[config.mk]
export PLATFORM = sky130hd
export DESIGN_NAME = vedic_mant_mul_seq_flat
export DESIGN_NICKNAME = d
export VERILOG_FILES = /design/src/rtl/vedic_pkg.sv /design/src/rtl/vedic_mant_mul_seq_if.sv /design/src/rtl/vedic_13x13.sv /design/src/rtl/vedic_mant_mul_seq.sv /design/src/flat_wrapper.sv
export SDC_FILE = /design/constraint.sdc
export NUM_CORES = 2
export LEC_CHECK = 0
export ABC_AREA = 1
export BUFFER_PORTS_ARGS = -buffer_cell sky130_fd_sc_hd__buf_4
export CELL_PAD_IN_SITES_DETAIL_PLACEMENT = 0
export CELL_PAD_IN_SITES_GLOBAL_PLACEMENT = 1
export CORE_UTILIZATION = 48
export DETAILED_ROUTE_END_ITERATION = 6
export PLACE_DENSITY = 0.87
export SLEW_MARGIN = 10
export SYNTH_ARGS = -nofsm -noshare
export SYNTH_HDL_FRONTEND = slang
export SYNTH_SLANG_ARGS = --single-unit
[constraint.sdc]
create_clock -name clk -period 22.2 [get_ports clk]
set_input_delay 4.44 -clock clk [delete_from_list [all_inputs] [get_ports clk]]
set_output_delay 4.44 -clock clk [all_outputs]
set_load 0.05 [all_outputs]
[src/rtl/vedic_pkg.sv]
// Shared constants and types for the sequential 53x53 significand multiplier
// built on a single 13x13 vedic multiplier.
package vedic_pkg;

  localparam int MANT_W = 53;
  localparam int LIMB_W = 13;
  localparam int NLIMB  = 5;
  localparam int NPP    = NLIMB * NLIMB;
  localparam int ACC_W  = NLIMB * LIMB_W * 2;
  localparam int PP_W   = 2 * LIMB_W;
  localparam int CNT_W  = $clog2(NPP);
  localparam int IDX_W  = $clog2(NLIMB);
  localparam int SH_W   = $clog2(2 * NLIMB - 1);

  typedef enum logic [1:0] {
    IDLE,
    RUN,
    DRAIN,
    DONE
  } state_t;

  typedef logic [CNT_W-1:0]              cnt_t;
  typedef logic [IDX_W-1:0]              limb_idx_t;
  typedef logic [SH_W-1:0]               sh_t;
  typedef logic [LIMB_W-1:0]             limb_t;
  typedef logic [NLIMB-1:0][LIMB_W-1:0]  limbs_t;
  typedef logic [PP_W-1:0]               pp_t;
  typedef logic [ACC_W-1:0]              acc_t;
  typedef logic [MANT_W-1:0]             mant_t;
  typedef logic [2*MANT_W-1:0]           prod_t;

endpackage

[src/rtl/vedic_mant_mul_seq_if.sv]
// Operand/product handshake bus of vedic_mant_mul_seq, plus the partial-product
// debug stream (pp_v/pp/pp_sh) that exposes the limb schedule.
interface vedic_mant_mul_seq_if;
  import vedic_pkg::*;

  logic  in_valid;
  logic  in_ready;
  mant_t a;
  mant_t b;
  logic  out_valid;
  logic  out_ready;
  prod_t p;
  logic  pp_v;
  pp_t   pp;
  sh_t   pp_sh;

  modport master (
    output in_valid, a, b, out_ready,
    input  in_ready, out_valid, p, pp_v, pp, pp_sh
  );

  modport slave (
    input  in_valid, a, b, out_ready,
    output in_ready, out_valid, p, pp_v, pp, pp_sh
  );

endinterface

[src/rtl/vedic_13x13.sv]
// Combinational 13x13 unsigned multiplier, Urdhva-Tiryagbhyam (vertical and
// crosswise) form: bit products are summed per column, then columns are weighted.
module vedic_13x13
  import vedic_pkg::*;
(
  input  limb_t a_i,
  input  limb_t b_i,
  output pp_t   p_o
);

  localparam int COL_W = 4;

  logic [PP_W-2:0][COL_W-1:0] col_sum;

  // NOTE: every variable gets a default before the loops so no path leaves it
  // unassigned, which would infer a latch; blocking '=' lets each loop step see
  // the running sum from the previous step.
  always_comb begin
    col_sum = '0;
    for (int i = 0; i < LIMB_W; i++) begin
      for (int j = 0; j < LIMB_W; j++) begin
        col_sum[i+j] = col_sum[i+j] + {{(COL_W-1){1'b0}}, a_i[i] & b_i[j]};
      end
    end
    p_o = '0;
    for (int k = 0; k < PP_W - 1; k++) begin
      p_o = p_o + (pp_t'(col_sum[k]) << k);
    end
  end

endmodule

[src/rtl/vedic_mant_mul_seq.sv]
// Iterative 53x53 significand multiplier: 25 limb pairs through one vedic_13x13,
// shifted and accumulated. Define VEDIC_ZERO_BYPASS_EN to short-cut zero operands.
module vedic_mant_mul_seq
  import vedic_pkg::*;
(
  input  logic                clk,
  input  logic                rst_n,
  vedic_mant_mul_seq_if.slave bus,
  output logic                busy
);

  state_t    state_q;
  cnt_t      cnt_q;
  limbs_t    a_q;
  limbs_t    b_q;
  pp_t       pp_q;
  sh_t       sh_q;
  logic      pp_v_q;
  acc_t      acc_q;
  acc_t      acc_d;
  prod_t     p_q;
  logic      in_ready_q;
  logic      out_valid_q;
  logic      busy_q;
  limb_idx_t li;
  limb_idx_t lj;
  pp_t       mul_p;
  logic      accept;
  logic      zero_op;

  assign accept = bus.in_valid && in_ready_q;

  // Schedule is i-major, j-minor: cnt = 5*i + j.
  always_comb begin
    li = limb_idx_t'(cnt_q / cnt_t'(NLIMB));
    lj = limb_idx_t'(cnt_q % cnt_t'(NLIMB));
  end

  always_comb begin
    acc_d = acc_q;
    if (pp_v_q) begin
      acc_d = acc_q + (acc_t'(pp_q) << (LIMB_W * sh_q));
    end
  end

`ifdef VEDIC_ZERO_BYPASS_EN
  assign zero_op = (bus.a == '0) || (bus.b == '0);
`else
  assign zero_op = 1'b0;
`endif

  vedic_13x13 u_mul (
    .a_i (a_q[li]),
    .b_i (b_q[lj]),
    .p_o (mul_p)
  );

  // NOTE: sequential state uses non-blocking '<=' only, so every register sees
  // the pre-edge value of every other. The operand limbs and accumulator are
  // wide data registers but are reset anyway: an aborted operation must leave
  // nothing behind.
  always_ff @(posedge clk or negedge rst_n) begin
    if (!rst_n) begin
      state_q     <= IDLE;
      cnt_q       <= '0;
      a_q         <= '0;
      b_q         <= '0;
      pp_q        <= '0;
      sh_q        <= '0;
      pp_v_q      <= 1'b0;
      acc_q       <= '0;
      p_q         <= '0;
      in_ready_q  <= 1'b1;
      out_valid_q <= 1'b0;
      busy_q      <= 1'b0;
    end else begin
      acc_q  <= acc_d;
      pp_v_q <= 1'b0;
      case (state_q)
        IDLE: begin
          if (accept) begin
            a_q        <= limbs_t'({{(NLIMB*LIMB_W-MANT_W){1'b0}}, bus.a});
            b_q        <= limbs_t'({{(NLIMB*LIMB_W-MANT_W){1'b0}}, bus.b});
            acc_q      <= '0;
            cnt_q      <= '0;
            in_ready_q <= 1'b0;
            if (zero_op) begin
              state_q     <= DONE;
              out_valid_q <= 1'b1;
              p_q         <= '0;
            end else begin
              state_q <= RUN;
              busy_q  <= 1'b1;
            end
          end
        end
        RUN: begin
          pp_q   <= mul_p;
          sh_q   <= sh_t'(li) + sh_t'(lj);
          pp_v_q <= 1'b1;
          cnt_q  <= cnt_q + cnt_t'(1);
          if (cnt_q == cnt_t'(NPP - 1)) begin
            state_q <= DRAIN;
          end
        end
        DRAIN: begin
          // acc_d already folds in the last partial product.
          state_q     <= DONE;
          busy_q      <= 1'b0;
          out_valid_q <= 1'b1;
          p_q         <= acc_d[2*MANT_W-1:0];
        end
        DONE: begin
          if (bus.out_ready) begin
            state_q     <= IDLE;
            out_valid_q <= 1'b0;
            in_ready_q  <= 1'b1;
          end
        end
        default: state_q <= IDLE;
      endcase
    end
  end

  assign bus.in_ready  = in_ready_q;
  assign bus.out_valid = out_valid_q;
  assign bus.p         = p_q;
  assign bus.pp_v      = pp_v_q;
  assign bus.pp        = pp_q;
  assign bus.pp_sh     = sh_q;
  assign busy          = busy_q;

endmodule

[src/flat_wrapper.sv]
// flat-port wrapper written by rule: the top's interface ports become plain ports
module vedic_mant_mul_seq_flat import vedic_pkg::*;
  (clk, rst_n, busy, bus_in_valid, bus_a, bus_b, bus_out_ready, bus_in_ready, bus_out_valid, bus_p, bus_pp_v, bus_pp, bus_pp_sh);
  vedic_mant_mul_seq_if bus_i ();
  input  logic clk;
  input  logic rst_n;
  output logic busy;
  input wire logic [$bits(bus_i.in_valid)-1:0] bus_in_valid;
  input wire logic [$bits(bus_i.a)-1:0] bus_a;
  input wire logic [$bits(bus_i.b)-1:0] bus_b;
  input wire logic [$bits(bus_i.out_ready)-1:0] bus_out_ready;
  output wire logic [$bits(bus_i.in_ready)-1:0] bus_in_ready;
  output wire logic [$bits(bus_i.out_valid)-1:0] bus_out_valid;
  output wire logic [$bits(bus_i.p)-1:0] bus_p;
  output wire logic [$bits(bus_i.pp_v)-1:0] bus_pp_v;
  output wire logic [$bits(bus_i.pp)-1:0] bus_pp;
  output wire logic [$bits(bus_i.pp_sh)-1:0] bus_pp_sh;
  assign bus_i.in_valid = bus_in_valid;
  assign bus_i.a = bus_a;
  assign bus_i.b = bus_b;
  assign bus_i.out_ready = bus_out_ready;
  assign bus_in_ready = bus_i.in_ready;
  assign bus_out_valid = bus_i.out_valid;
  assign bus_p = bus_i.p;
  assign bus_pp_v = bus_i.pp_v;
  assign bus_pp = bus_i.pp;
  assign bus_pp_sh = bus_i.pp_sh;
  vedic_mant_mul_seq u_core (.clk(clk), .rst_n(rst_n), .bus(bus_i), .busy(busy));
endmodule
==> metrics.txt <==
Hold Crit Start u_core.b_q[30]; initial antenna violation count 1; critical path class reg -> reg; WHS between 400 and 500 ps; Chip Height about 260 µm; # IOs 250; Synth top area share 0.2715; number of global-route vias before repair around 33000; Slew @ Worst Pin roughly 1300 ps; core area roughly 68000 µm²; DRC Markers 0; Arrival @ worst endpoint 13500 ps; Via-to-Cell Ratio 5.505; Max stage delay cell, worst path fa_1; # placed instances roughly 6000; Post-Syn Nets between 5000 and 6000; FMAX 76.91 MHz; post-route ant nets 0; Critical Path RT between 20000 and 25000 ps; sequential element share of the synthesized area 0.2723; sum of negative setup slack 0 ps; largest net degree at the start of global routing ~230; hold path depth 2; number of synthesized register bits between 300 and 400; worst reg-to-reg path cell count between 50 and 60; Area growth syn-to-layout 12.49%; htree depth 2; worst r2r dst u_core.bus.pp[25]; Final Skew between 20 and 25 ps; EDFF count, synth 0; FF-to-FF setup slack between 9000 and 10000 ps; combinational family with the most area after synthesis simple AND/OR/NAND/NOR gates; CTS tree done; Compound-Gate Fraction of Synth Area 0.1324; Hold Fails Final Rpt 0; CTS Root Cell clkbuf_16; buffer count from post-CTS setup fixing 0; Wirelength per Cell between 20 and 25 µm; fin crit share 0.5857; share of layout cells above drive strength 1 0.09231; n_diodes 0; Synth Area in XOR/XNOR 0.01911; Hold Crit Endpoint u_core.b_q[30]; row cnt 95; Adder-Cell Fraction of Synth Area 0.1569; Sink Count between 300 and 400; largest area contributor in the netlist dfrtp_1; first-pass GRT wire length ~200 mm; die width around 260 µm; run status finished, final reports clean; total track usage 0.3857; mux contribution to synthesized area 0.003640; Post-Synth Simple-Gate Area 0.3183; post-route non-filler standard cell count approximately 6100; YS warnings 0; CP Launch Type flop; drt first pass iters 6; mapped cell area about 33000 µm²; # hold bufs at CTS 0; Final min period about 13000 ps; routed via count 33430; Mapped Avg Cell Area around 6.6 µm²; final WL ~130 mm; fin nets roughly 5600; total CTS buffers between 40 and 50; Detail Placement HPWL 110.8 mm; Mapped Cells roughly 5000; Yosys cell types between 50 and 60; Worst slew margin 0.1051; Worst-Skew Late Latency around 620 ps; count of pins over their slew limit 0; slowest stage delay, CP around 560 ps; Buffers on Ports roughly 250; crit-path max FO 54; Worst setup EP type flop; RSZ-0062 raised after global routing false; CTS max path bufs 3; top_reg_cell synth dfrtp_1; GPL Wtd Cong 1.076; max-cap violation count 0; Fillers between 6000 and 7000; synth top area cells dfrtp_1 27%, nand2_1 18%, ha_1 8.2%; post-synthesis async set-or-reset flop share 1.000; die area between 60000 and 70000 µm²; total gr overflow 0; reg2reg start u_core.cnt_q[2]; First DRT Iteration DRCs 3009; worst hold-check path type reg -> reg; initial core utilization 0.4879; CTS resizes 0; clk slew on worst S/H paths approximately 60 ps; Final setup viols 0
## critical path, delay by kind of cell (launching register included)
kind	cells	cell delay (ps)
xor gates and xnor gates	2	410
adders and majority gates	15	6720
DFF	1	360
and+or+nand+nor	25	3050
buffers and inverters	7	790
AOI/OAI and AO/OA	9	1550
## worst max-delay path by stage
stage | start | to
final | u_core.cnt_q[2] | u_core.bus.pp[25]
after global routing | u_core.cnt_q[3] | u_core.bus.pp[25]
after CTS | u_core.cnt_q[2] | u_core.bus.pp[25]
after detailed placement | u_core.cnt_q[2] | u_core.bus.pp[25]
after global placement | u_core.cnt_q[0] | u_core.bus.pp[25]
after floorplan | u_core.cnt_q[3] | u_core.bus.pp[25]
## routing by layer
| metal | GRT usage | vias up | share of wire |
|---|---|---|---|
| met5 | 0 | - | 0.00021 |
| met3 | 0.05705 | 355 | 0.066 |
| met4 | 0.2593 | 4 | 0.077 |
| li1 | - | 16130 | - |
| met2 | 0.6483 | 1221 | 0.47 |
| met1 | 0.4570 | 15720 | 0.38 |
## cells in the mapped netlist (all sizes together) (22+ instances only)
| cell | number |
|---|---|
| o22ai | 22 |
| nand4 | 44 |
| clkbuf | 123 |
| o21ai | 421 |
| nand2 | 1601 |
| buf | 32 |
| nand3 | 291 |
| nor3 | 22 |
| inv | 679 |
| a21oi | 253 |
| nor2 | 558 |
| o21bai | 39 |
| or2 | 71 |
| fa | 123 |
| ha | 217 |
| dfrtp | 358 |
| xnor2 | 55 |
## state kept, by name (all words and copies together) (netlist names)
| signal | flops |
|---|---|
| u_core.cnt_q | 5 |
| u_core.state_q | 2 |
| u_core.bus.pp_v | 1 |
| u_core.b_q | 53 |
| u_core.bus.pp | 26 |
| u_core.bus.in_ready | 1 |
| u_core.bus.pp_sh | 4 |
| u_core.bus.out_valid | 1 |
| u_core.a_q | 53 |
| u_core.bus.p | 106 |
| u_core.acc_q | 106 |
| u_core.busy | 1 |
## layout by cell type (no fill, tap or decap), drive strengths merged, types with 3 or more instances in the layout
cell type / netlist / final
nand3b: 3 / 3
a31oi: 11 / 11
or2: 71 / 71
clkinv: 1 / 9
a21oi: 253 / 253
o21ai: 421 / 421
mux2i: 12 / 12
dfrtp: 358 / 358
o211ai: 16 / 16
o21bai: 39 / 39
xnor2: 55 / 55
nand3: 291 / 291
fa: 123 / 123
o22ai: 22 / 22
a21o: 9 / 9
nand2: 1601 / 1601
inv: 679 / 682
buf: 32 / 280
clkinvlp: 0 / 5
nor2: 558 / 558
ha: 217 / 217
bufinv: 0 / 6
nand4: 44 / 44
nor4: 5 / 5
nor3: 22 / 22
a21boi: 3 / 3
clkbuf: 123 / 57
xor2: 17 / 17
## final cells by class
class	count	area (µm²)	area share
clock inverter	22	349.1	0.009405
timing repair buffer	280	2122	0.05717
clock buffer	57	1199	0.03229
sequential	359	8989	0.2422
inverter	680	2556	0.06887
tap	873	1092	0.02943
multi-input combinational	3802	20810	0.5607
## stage by stage
stage	setup WS, ps	util	instance area [µm²]
global placement	9423	0.5259	35570
floorplan	10600	-	33000
global route	8222	0.5488	37120
detailed placement	9328	0.5259	35570
CTS	9295	0.5488	37120
finish	9198	0.5488	37120
## kinds of logic (layout without fill, tap and decap cells)
family	after synthesis	in the layout
simple gates	2595	2595
buf+inv	835	1039
compound gates	783	783
flops	359	359
fa+ha+maj	340	340
xor+xnor	72	72
mux	12	12
Power is left out: the tool's default activity adds up to more than one toggle a clock period on the data nets, which glitch-free logic cannot reach.
